**config.mk**
```make
export PLATFORM = sky130hd
export DESIGN_NAME = memory_adaptor
export DESIGN_NICKNAME = d
export VERILOG_FILES = /design/src/rtl/memory_adaptor_pkg.sv /design/src/rtl/memory_adaptor.sv
export SDC_FILE = /design/constraint.sdc
export NUM_CORES = 1
export LEC_CHECK = 0
export ABC_AREA = 0
export BUFFER_PORTS_ARGS = -buffer_cell sky130_fd_sc_hd__buf_2
export CAP_MARGIN = 25
export CELL_PAD_IN_SITES_DETAIL_PLACEMENT = 0
export CELL_PAD_IN_SITES_GLOBAL_PLACEMENT = 2
export CORE_MARGIN = 2
export CORE_UTILIZATION = 34
export CTS_CLUSTER_SIZE = 30
export DETAILED_ROUTE_END_ITERATION = 12
export PLACE_DENSITY = 0.84
export SYNTH_ARGS = -nofsm -noshare
export SYNTH_HDL_FRONTEND = slang
export SYNTH_SLANG_ARGS = --single-unit
```
**constraint.sdc**
```tcl
create_clock -name clk_in -period 3.7 [get_ports clk_in]
set_clock_uncertainty 0.05 [all_clocks]
set_input_delay 0 -clock clk_in [delete_from_list [all_inputs] [get_ports clk_in]]
set_output_delay 0 -clock clk_in [all_outputs]
set_load 0.05 [all_outputs]
```
**src/rtl/memory_adaptor_pkg.sv**
```systemverilog
// memory_adaptor_pkg
// Shared definitions for the byte-serial memory adaptor and its clients
// (the load-store unit uses is_io to recognise IO addresses).
//   WIDTH_*      : data_width encodings for load/store tasks
//   state_e      : adaptor FSM state encoding
//   is_io        : true when addr[17:16] selects the IO region
//   width_bytes  : number of bus bytes for a width code
//   byte_of      : pick byte idx of a word
//   put_byte     : replace byte idx of a word
package memory_adaptor_pkg;

  localparam logic [1:0] WIDTH_BYTE = 2'b00;
  localparam logic [1:0] WIDTH_HALF = 2'b01;
  localparam logic [1:0] WIDTH_WORD = 2'b10;

  localparam logic [1:0] IO_BASE_DEFAULT = 2'b11;

  typedef enum logic [1:0] {
    IDLE  = 2'd0,
    READ  = 2'd1,
    WRITE = 2'd2
  } state_e;

  function automatic logic is_io(input logic [31:0] addr,
                                 input logic [1:0]  base = IO_BASE_DEFAULT);
    return addr[17:16] == base;
  endfunction

  // The illegal code 2'b11 is treated as a full word.
  function automatic logic [2:0] width_bytes(input logic [1:0] w);
    case (w)
      WIDTH_BYTE: return 3'd1;
      WIDTH_HALF: return 3'd2;
      default:    return 3'd4;
    endcase
  endfunction

  function automatic logic [7:0] byte_of(input logic [31:0] w, input logic [1:0] idx);
    case (idx)
      2'd0:    return w[7:0];
      2'd1:    return w[15:8];
      2'd2:    return w[23:16];
      default: return w[31:24];
    endcase
  endfunction

  function automatic logic [31:0] put_byte(input logic [31:0] w, input logic [1:0] idx,
                                           input logic [7:0] b);
    logic [31:0] r;
    r = w;
    case (idx)
      2'd0:    r[7:0]   = b;
      2'd1:    r[15:8]  = b;
      2'd2:    r[23:16] = b;
      default: r[31:24] = b;
    endcase
    return r;
  endfunction

endpackage

```
**src/rtl/memory_adaptor.sv**
```systemverilog
// memory_adaptor
// Arbitrates the 8-bit RAM/IO bus between instruction fetches (always one
// 4-byte read) and load/store tasks from the load-store unit. Each task is
// split into single-byte bus accesses; read bytes are reassembled and the
// task completes with a registered one-cycle done pulse.
//
// Handshake: request_ins_from_memory_adaptor / data_request are one-cycle
// pulses whose payload is valid in that same cycle and is latched into a
// pending slot unconditionally (the adaptor never back-pressures). A client
// issues at most one outstanding request and waits for its done pulse, which
// carries the result in the same cycle. Data tasks win over fetches.
//
// Ports
//   clk_in, rst_in            clock, synchronous active-high reset
//   rdy_in                    global pause when low (state held, mem_wr = 0)
//   flush_pipline             abort active/pending instruction fetch
//   mem_din/mem_dout/mem_a/mem_wr  byte bus (read data one cycle after address)
//   io_buffer_full            IO write sink busy; stalls IO stores
//   request_ins_.../insaddr_...    fetch request and address
//   ins_fetched_.../insfetch_task_done  fetched word and done pulse
//   data_*                    load/store request, result and done pulse
//   state_dbg_o               current FSM state
module memory_adaptor
  import memory_adaptor_pkg::*;
#(
  parameter logic [1:0] IO_BASE_BITS = IO_BASE_DEFAULT
) (
  input  logic        clk_in,
  input  logic        rst_in,
  input  logic        rdy_in,
  input  logic        flush_pipline,
  input  logic [7:0]  mem_din,
  output logic [7:0]  mem_dout,
  output logic [31:0] mem_a,
  output logic        mem_wr,
  input  logic        io_buffer_full,
  input  logic        request_ins_from_memory_adaptor,
  input  logic [31:0] insaddr_to_be_fetched_from_memory_adaptor,
  output logic [31:0] ins_fetched_from_memory_adaptor,
  output logic        insfetch_task_done,
  input  logic        data_request,
  input  logic        data_is_write,
  input  logic [31:0] data_addr,
  input  logic [1:0]  data_width,
  input  logic        data_sign_ext,
  input  logic [31:0] data_wdata,
  output logic        data_task_done,
  output logic [31:0] data_rdata,
  output logic [1:0]  state_dbg_o
);

  // Active task
  state_e      state_q, state_d;
  logic        is_ins_q, is_ins_d;
  logic [31:0] addr_q, addr_d;
  logic [1:0]  width_q, width_d;
  logic        sext_q, sext_d;
  logic [31:0] wdata_q, wdata_d;
  logic [2:0]  nbytes_q, nbytes_d;
  logic [2:0]  i_q, i_d;          // bytes issued
  logic [2:0]  j_q, j_d;          // bytes captured (read) / written (write)
  logic        vis_q, vis_d;      // mem_a currently shows a read address
  logic        cap_q, cap_d;      // mem_din currently holds byte j
  logic [31:0] rbuf_q, rbuf_d;
  logic        rdy_q, rdy_d;      // rdy_in last cycle; low->high marks a resume

  // Pending slots
  logic        ins_pend_q, ins_pend_d;
  logic [31:0] ins_addr_q, ins_addr_d;
  logic        dat_pend_q, dat_pend_d;
  logic        dat_we_q, dat_we_d;
  logic [31:0] dat_addr_q, dat_addr_d;
  logic [1:0]  dat_width_q, dat_width_d;
  logic        dat_sext_q, dat_sext_d;
  logic [31:0] dat_wdata_q, dat_wdata_d;

  // Registered outputs
  logic [31:0] mem_a_q, mem_a_d;
  logic [7:0]  mem_dout_q, mem_dout_d;
  logic        mem_wr_q, mem_wr_d;
  logic [31:0] ins_word_q, ins_word_d;
  logic        ins_done_q, ins_done_d;
  logic [31:0] rdata_q, rdata_d;
  logic        data_done_q, data_done_d;

  // A request arriving in the IDLE cycle is served at once, so selection
  // looks at the incoming pulse as well as the latched slot.
  logic        dat_go, ins_go, d_we, d_sext;
  logic [31:0] d_addr, d_wdata, i_addr;
  logic [1:0]  d_width;
  logic        io_block, last_cap;
  logic [31:0] asm_word;

  assign dat_go  = dat_pend_q | data_request;
  assign d_we    = data_request ? data_is_write : dat_we_q;
  assign d_addr  = data_request ? data_addr     : dat_addr_q;
  assign d_width = data_request ? data_width    : dat_width_q;
  assign d_sext  = data_request ? data_sign_ext : dat_sext_q;
  assign d_wdata = data_request ? data_wdata    : dat_wdata_q;
  assign ins_go  = (ins_pend_q | request_ins_from_memory_adaptor) & ~flush_pipline;
  assign i_addr  = request_ins_from_memory_adaptor ? insaddr_to_be_fetched_from_memory_adaptor
                                                   : ins_addr_q;

  assign io_block = is_io(addr_q, IO_BASE_BITS) & io_buffer_full;
  assign last_cap = (j_q + 3'd1) == nbytes_q;
  assign asm_word = put_byte(rbuf_q, j_q[1:0], mem_din);

  // Start-of-task controls produced in IDLE
  logic        st_go, st_ins, st_write, st_sext;
  logic [31:0] st_addr, st_wdata;
  logic [1:0]  st_width;

  always_comb begin
    state_d     = state_q;
    is_ins_d    = is_ins_q;
    addr_d      = addr_q;
    width_d     = width_q;
    sext_d      = sext_q;
    wdata_d     = wdata_q;
    nbytes_d    = nbytes_q;
    i_d         = i_q;
    j_d         = j_q;
    vis_d       = vis_q;
    cap_d       = cap_q;
    rbuf_d      = rbuf_q;
    ins_pend_d  = ins_pend_q;
    ins_addr_d  = ins_addr_q;
    dat_pend_d  = dat_pend_q;
    dat_we_d    = dat_we_q;
    dat_addr_d  = dat_addr_q;
    dat_width_d = dat_width_q;
    dat_sext_d  = dat_sext_q;
    dat_wdata_d = dat_wdata_q;
    mem_a_d     = mem_a_q;
    mem_dout_d  = mem_dout_q;
    mem_wr_d    = mem_wr_q;
    ins_word_d  = ins_word_q;
    rdata_d     = rdata_q;
    ins_done_d  = 1'b0;
    data_done_d = 1'b0;
    rdy_d       = rdy_in;
    st_go       = 1'b0;
    st_ins      = 1'b0;
    st_write    = 1'b0;
    st_addr     = 32'd0;
    st_width    = WIDTH_WORD;
    st_sext     = 1'b0;
    st_wdata    = 32'd0;

    // While paused everything holds, flush included; done pulses still drop.
    if (rdy_in) begin
      if (data_request) begin
        dat_pend_d  = 1'b1;
        dat_we_d    = data_is_write;
        dat_addr_d  = data_addr;
        dat_width_d = data_width;
        dat_sext_d  = data_sign_ext;
        dat_wdata_d = data_wdata;
      end
      if (request_ins_from_memory_adaptor) begin
        ins_pend_d = 1'b1;
        ins_addr_d = insaddr_to_be_fetched_from_memory_adaptor;
      end
      if (flush_pipline) ins_pend_d = 1'b0;

      case (state_q)
        IDLE: begin
          if (dat_go) begin
            dat_pend_d = 1'b0;
            st_go      = 1'b1;
            st_write   = d_we;
            st_addr    = d_addr;
            st_width   = d_width;
            st_sext    = d_sext;
            st_wdata   = d_wdata;
          end else if (ins_go) begin
            ins_pend_d = 1'b0;
            st_go      = 1'b1;
            st_ins     = 1'b1;
            st_addr    = i_addr;
          end
        end

        READ: begin
          if (is_ins_q && flush_pipline) begin
            state_d  = IDLE;
            mem_a_d  = 32'd0;
            mem_wr_d = 1'b0;
            vis_d    = 1'b0;
            cap_d    = 1'b0;
          end else if (!rdy_q) begin
            // First cycle after a pause: mem_din cannot be trusted, so
            // re-issue from the first uncaptured byte.
            i_d     = j_q + 3'd1;
            mem_a_d = addr_q + {29'd0, j_q};
            vis_d   = 1'b1;
            cap_d   = 1'b0;
          end else if (cap_q && last_cap) begin
            state_d = IDLE;
            vis_d   = 1'b0;
            cap_d   = 1'b0;
            mem_a_d = 32'd0;
            j_d     = j_q + 3'd1;
            if (is_ins_q) begin
              ins_word_d = asm_word;
              ins_done_d = 1'b1;
            end else begin
              data_done_d = 1'b1;
              case (width_q)
                WIDTH_BYTE: rdata_d = {{24{sext_q & asm_word[7]}}, asm_word[7:0]};
                WIDTH_HALF: rdata_d = {{16{sext_q & asm_word[15]}}, asm_word[15:0]};
                default:    rdata_d = asm_word;
              endcase
            end
          end else begin
            if (cap_q) begin
              rbuf_d = asm_word;
              j_d    = j_q + 3'd1;
            end
            cap_d = vis_q;
            if (i_q < nbytes_q) begin
              mem_a_d = addr_q + {29'd0, i_q};
              i_d     = i_q + 3'd1;
              vis_d   = 1'b1;
            end else begin
              vis_d = 1'b0;
            end
          end
        end

        WRITE: begin
          // At most one byte is ever in flight, so j trails i by one and a
          // held byte after a pause is simply written once on resume.
          if (mem_wr_q && !io_block) begin
            j_d = j_q + 3'd1;
            if (last_cap) begin
              state_d     = IDLE;
              mem_wr_d    = 1'b0;
              mem_a_d     = 32'd0;
              data_done_d = 1'b1;
            end else begin
              mem_a_d    = addr_q + {29'd0, i_q};
              mem_dout_d = byte_of(wdata_q, i_q[1:0]);
              mem_wr_d   = 1'b1;
              i_d        = i_q + 3'd1;
            end
          end
        end

        default: state_d = IDLE;
      endcase

      if (st_go) begin
        state_d  = st_write ? WRITE : READ;
        is_ins_d = st_ins;
        addr_d   = st_addr;
        width_d  = st_width;
        sext_d   = st_sext;
        wdata_d  = st_wdata;
        nbytes_d = width_bytes(st_width);
        i_d      = 3'd1;
        j_d      = 3'd0;
        cap_d    = 1'b0;
        vis_d    = ~st_write;
        rbuf_d   = 32'd0;
        mem_a_d  = st_addr;
        mem_wr_d = st_write;
        if (st_write) mem_dout_d = st_wdata[7:0];
      end
    end
  end

  always_ff @(posedge clk_in) begin
    if (rst_in) begin
      state_q     <= IDLE;
      is_ins_q    <= 1'b0;
      addr_q      <= 32'd0;
      width_q     <= WIDTH_WORD;
      sext_q      <= 1'b0;
      wdata_q     <= 32'd0;
      nbytes_q    <= 3'd0;
      i_q         <= 3'd0;
      j_q         <= 3'd0;
      vis_q       <= 1'b0;
      cap_q       <= 1'b0;
      rbuf_q      <= 32'd0;
      rdy_q       <= 1'b1;
      ins_pend_q  <= 1'b0;
      ins_addr_q  <= 32'd0;
      dat_pend_q  <= 1'b0;
      dat_we_q    <= 1'b0;
      dat_addr_q  <= 32'd0;
      dat_width_q <= WIDTH_WORD;
      dat_sext_q  <= 1'b0;
      dat_wdata_q <= 32'd0;
      mem_a_q     <= 32'd0;
      mem_dout_q  <= 8'd0;
      mem_wr_q    <= 1'b0;
      ins_word_q  <= 32'd0;
      ins_done_q  <= 1'b0;
      rdata_q     <= 32'd0;
      data_done_q <= 1'b0;
    end else begin
      state_q     <= state_d;
      is_ins_q    <= is_ins_d;
      addr_q      <= addr_d;
      width_q     <= width_d;
      sext_q      <= sext_d;
      wdata_q     <= wdata_d;
      nbytes_q    <= nbytes_d;
      i_q         <= i_d;
      j_q         <= j_d;
      vis_q       <= vis_d;
      cap_q       <= cap_d;
      rbuf_q      <= rbuf_d;
      rdy_q       <= rdy_d;
      ins_pend_q  <= ins_pend_d;
      ins_addr_q  <= ins_addr_d;
      dat_pend_q  <= dat_pend_d;
      dat_we_q    <= dat_we_d;
      dat_addr_q  <= dat_addr_d;
      dat_width_q <= dat_width_d;
      dat_sext_q  <= dat_sext_d;
      dat_wdata_q <= dat_wdata_d;
      mem_a_q     <= mem_a_d;
      mem_dout_q  <= mem_dout_d;
      mem_wr_q    <= mem_wr_d;
      ins_word_q  <= ins_word_d;
      ins_done_q  <= ins_done_d;
      rdata_q     <= rdata_d;
      data_done_q <= data_done_d;
    end
  end

  assign mem_a    = mem_a_q;
  assign mem_dout = mem_dout_q;
  assign mem_wr   = mem_wr_q & rdy_in & ~io_block;

  assign ins_fetched_from_memory_adaptor = ins_word_q;
  assign insfetch_task_done              = ins_done_q;
  assign data_rdata                      = rdata_q;
  assign data_task_done                  = data_done_q;
  assign state_dbg_o                     = state_q;

endmodule

```
==> out/results.env <==
GRT-OVFL-TOTAL=0
YOSYSWARNINGCOUNT=0
FIN_CRIT_NS=3.04
ROUTE.DETAILED.WL_PER_INST_UM=19.4
FIN_AREA_UM2=19700
CLK_PATH_BUF_DEPTH=3
SYNTH_CELL_TYPE_COUNT=82
ANTENNA_CELLS_INSERTED=0
STARTPOINT_OF_THE_TIGHTEST_HOLD_CHECK_PATH='data_request'
YOSYS.AREA.TOP_TYPE_SHARE_PCT=41.6
SYNTHTOLAYOUTAREAGROWTH_PCT=27.0
ROUTABILITY_CONGESTION=0.895
WORST_SLEW_MARGIN_REL_PCT=33.9
TIGHTESTPINTRANSITION_NS=0.992
DRT-PASS1-ITER-COUNT=5
PORT-BUFFER-COUNT=223
PER_INSTANCE_AVERAGE_AREA_AFTER_SYNTHESIS_UM2=8.07
NUMBER_OF_ANTENNA_VIOLATIONS_AT_THE_FIRST_CHECK_IN_GLOBAL_ROUTING=0
HTREE_LEVELS=2
DIE-HEIGHT_UM=218
FLOORPLAN.CORE_AREA_UM2=45300
SEQUENTIAL_AREA_SHARE_AFTER_SYNTHESIS_PCT=41.6
CLOCK-SINKS=323
DETAILED_ROUTE_ITER0_VIOLATIONS=1267
SYNTH_AREA_LEADER_CELL='dfxtp_1'
CLKTRANSATPATHREGS_NS=0.06
YOSYS_REGISTER_BITS=323
YS_TOP_CELLS_BY_COUNT='323 x dfxtp_1, 319 x nand2_1, 228 x a21oi_1'
FF2FF_PATH_DEPTH=7
ROWS=78
CRITPATHCAPTURETYPE='flop'
ACHIEVABLE-FREQUENCY_GHz=0.329
TERMINUS_OF_THE_CRITICAL_FLOP_TO_FLOP_PATH='mem_a[17]'
POWER.STATIC_LEAKAGE_uW=0.00794
HOLD_ENDPOINT='wdata_q[31]'
ARRIVAL_WORST_ENDPOINT_NS=3.46
SYNTH_NETS=2063
POWER_DENSITY_nW_PER_UM2=468
CLOCK_TREE.ROOT_CELL='clkbuf_16'
FF2FF_SETUP_SLACK_NS=0.66
HOLD_DEPTH=3
FINALPOWER_uW=9250
FRACTION_OF_LAYOUT_CELLS_WITH_A_SIZE_SUFFIX_ABOVE_1_PCT=17.0
CRIT_FANOUT=38
LARGEST_NET_DEGREE_AT_THE_START_OF_GLOBAL_ROUTING=107
SETUP_REPAIR_AFTER_GLOBAL_ROUTING_MISSED_ITS_MARGIN='no'
POST_SYNTHESIS_INSTANCE_TOTAL=1926
ROUTE.ANTENNA.REMAINING_NETS=0
INITIAL_UTILIZATION_PCT=34.3
WIRELENGTH_MM=55.0
GLOBAL_ROUTE_WIRE_LENGTH_BEFORE_REPAIR_MM=84.0
MAX_CAP_VIOLATIONS=0
POWER.IR.VDD_WORST_mV=0.313
CLK-INSERTION-DELAY-LATE_NS=0.57
MOST_NUMEROUS_CELL_IN_THE_YOSYS_NETLIST='dfxtp_1'
WORSTREG2REGSTART='dat_pend_q'
PLACED_CELL_AREA_UM2=17100
SYNTHFLOPTYPE='dfxtp_1'
HORIZONTAL_DIE_DIMENSION_UM=218
VIAS_IN_THE_FIRST_GLOBAL_ROUTE=14500
ROUTED-VIA-COUNT=15100
FP.DIEAREA_UM2=47500
CTS_SETUP_BUFFERS=0
PLACE.DETAILED.HPWL_MM=37.6
NUMBER_OF_SYNTHESIZED_FLOPS_WITH_AN_ENABLE_PIN=0
PATH_CLASS='reg2reg'
ROUTE.DETAILED.VIAS_PER_INST=5.35
DRC_ERRORS=0
PIN_COUNT=224
NUMCTSBUFFERS=39
SYN_AREA_UM2=15500
SYNTHARSTFLOPSHARE_PCT=0
SETUP-TNS-FINAL_NS=0
MIN_PATH_TYPE='in2reg'
GRT_UTIL_ALL_LAYERS_PCT=22.5
SYNTHTOPCELLSBYAREA='dfxtp_1 42%, nand2_1 7.7%, a21oi_1 7.3%'
CRIT_PATH_START_KIND='flop'
PINS_OVER_THEIR_SLEW_LIMIT=0
TIMING.FINAL.SETUP_VIOLATIONS=0
TIMING_HOLD_VIOLATIONS_FINAL=0
RUN_STATUS='finished, final reports clean'
DESIGN.FINAL.NETS=2339
WORST-ENDPOINT-REQUIRED_NS=4.12
MIN_PERIOD_OVER_PERIOD_PCT=82.0
CTS_TREE='built'
cell usage in the layout, fill, tap and decap left out, types with 6 or more instances in the layout:
cell type / instances
a211oi_1: 55
a21oi_1: 227
a221oi_1: 9
a222oi_1: 8
a22o_1: 32
a22oi_1: 9
a31oi_1: 13
and2_1: 10
and3_1: 11
buf_2: 221
buf_4: 37
clkbuf_1: 12
clkbuf_16: 39
clkinv_2: 7
dfxtp_1: 323
dlygate4sd3_1: 135
ha_1: 20
inv_1: 25
mux2_2: 34
mux2i_1: 95
nand2_1: 318
nand3_1: 17
nand4_1: 12
nor2_1: 223
nor3_1: 37
nor4_1: 8
o2111ai_1: 6
o211ai_1: 7
o21ai_0: 95
o22a_1: 11
o22ai_1: 17
o32ai_1: 8
or4_1: 6
xnor2_1: 10
xor2_1: 21
sequential cells by signal (all words and copies together), names as in the netlist, 3 cells and up:
register                         count
addr_q                              32
dat_addr_q                          32
dat_wdata_q                         32
data_rdata                          32
ins_addr_q                          32
ins_fetched_from_memory_adaptor     32
mem_a                               32
rbuf_q                              32
wdata_q                             32
mem_dout                             8
i_q                                  3
j_q                                  3
nbytes_q                             3
kinds of logic (layout without fill, tap and decap cells):
kind of cell	count (synthesis)	after routing	synth area share, %
mux	129	129	8.58
xor+xnor	32	32	1.89
compound gates	558	558	22.6
fa+ha+maj	22	22	1.87
buf+inv	188	492	5.05
flops	323	323	41.6
simple gates	674	674	18.5
metrics by stage:
| stage | util [%] | setup slack [ns] | std cells | hold WS, ns |
|---|---|---|---|---|
| 2_1_floorplan | - | 0.903 | 1926 | 0.0829 |
| 3_3_place_gp | 37.7 | 0.727 | 2624 | 0.203 |
| 3_5_place_dp | 37.7 | 0.635 | 2625 | 0.210 |
| 4_1_cts | 43.5 | 0.642 | 2829 | 0.0956 |
| 5_1_grt | 43.6 | 0.402 | 2830 | 0.142 |
| 6_report | 43.6 | 0.664 | 2830 | 0.112 |
final cells by class:
cell class                      instances  area [um2]
Multi-Input combinational cell       1415        8340
Sequential cell                       323        6470
Timing Repair Buffer                  397        2810
Tap cell                              600         751
Clock buffer                           54        1060
Inverter                               26        97.6
Clock inverter                         15         218
Fill cell                            4566       25500
worst max-delay path: stages (launching register included):
cell,delay (ns)
dfxtp_1,0.65
nor2_1,0.22
a21oi_2,0.51
o21ai_0,0.36
a41oi_4,0.63
buf_12,0.26
o21ai_0,0.09
a31oi_1,0.18
per-layer routing:
layer  GRT usage, %  up-vias  part of all wire (%)  routed length, um
met5              0        -                     0                  0
met1           29.5     7267                    45              24600
met4           7.01        0                   2.7               1480
met3           3.91       65                   5.0               2740
li1               -     7394                     -                  -
met2           37.6      412                    48              26100
report_power, final:
| group | internal (uW) | switching (uW) | total (uW) |
|---|---|---|---|
| Sequential | 3650 | 165 | 3820 |
| Combinational | 559 | 1010 | 1570 |
| Clock | 2300 | 1560 | 3860 |
| Total | 6510 | 2730 | 9250 |
what timing repair did:
item                      4_1_cts  5_1_grt
gates resized for setup         0        0
hold endpoints to repair      256        0
hold buffers                  135        0
worst max path at each step:
stage,end,start,cells after the start,slack (ns)
after floorplan,mem_a[19],state_dbg_o[0],10,0.90
after global placement,rbuf_q[5],j_q[0],9,0.73
after detailed placement,ins_fetched_from_memory_adaptor[22],j_q[0],7,0.64
after CTS,ins_fetched_from_memory_adaptor[28],j_q[0],7,0.64
after global routing,mem_a[29],j_q[0],9,0.40
final,mem_a[17],dat_pend_q,7,0.66
Power figures use the tool's default switching activity.
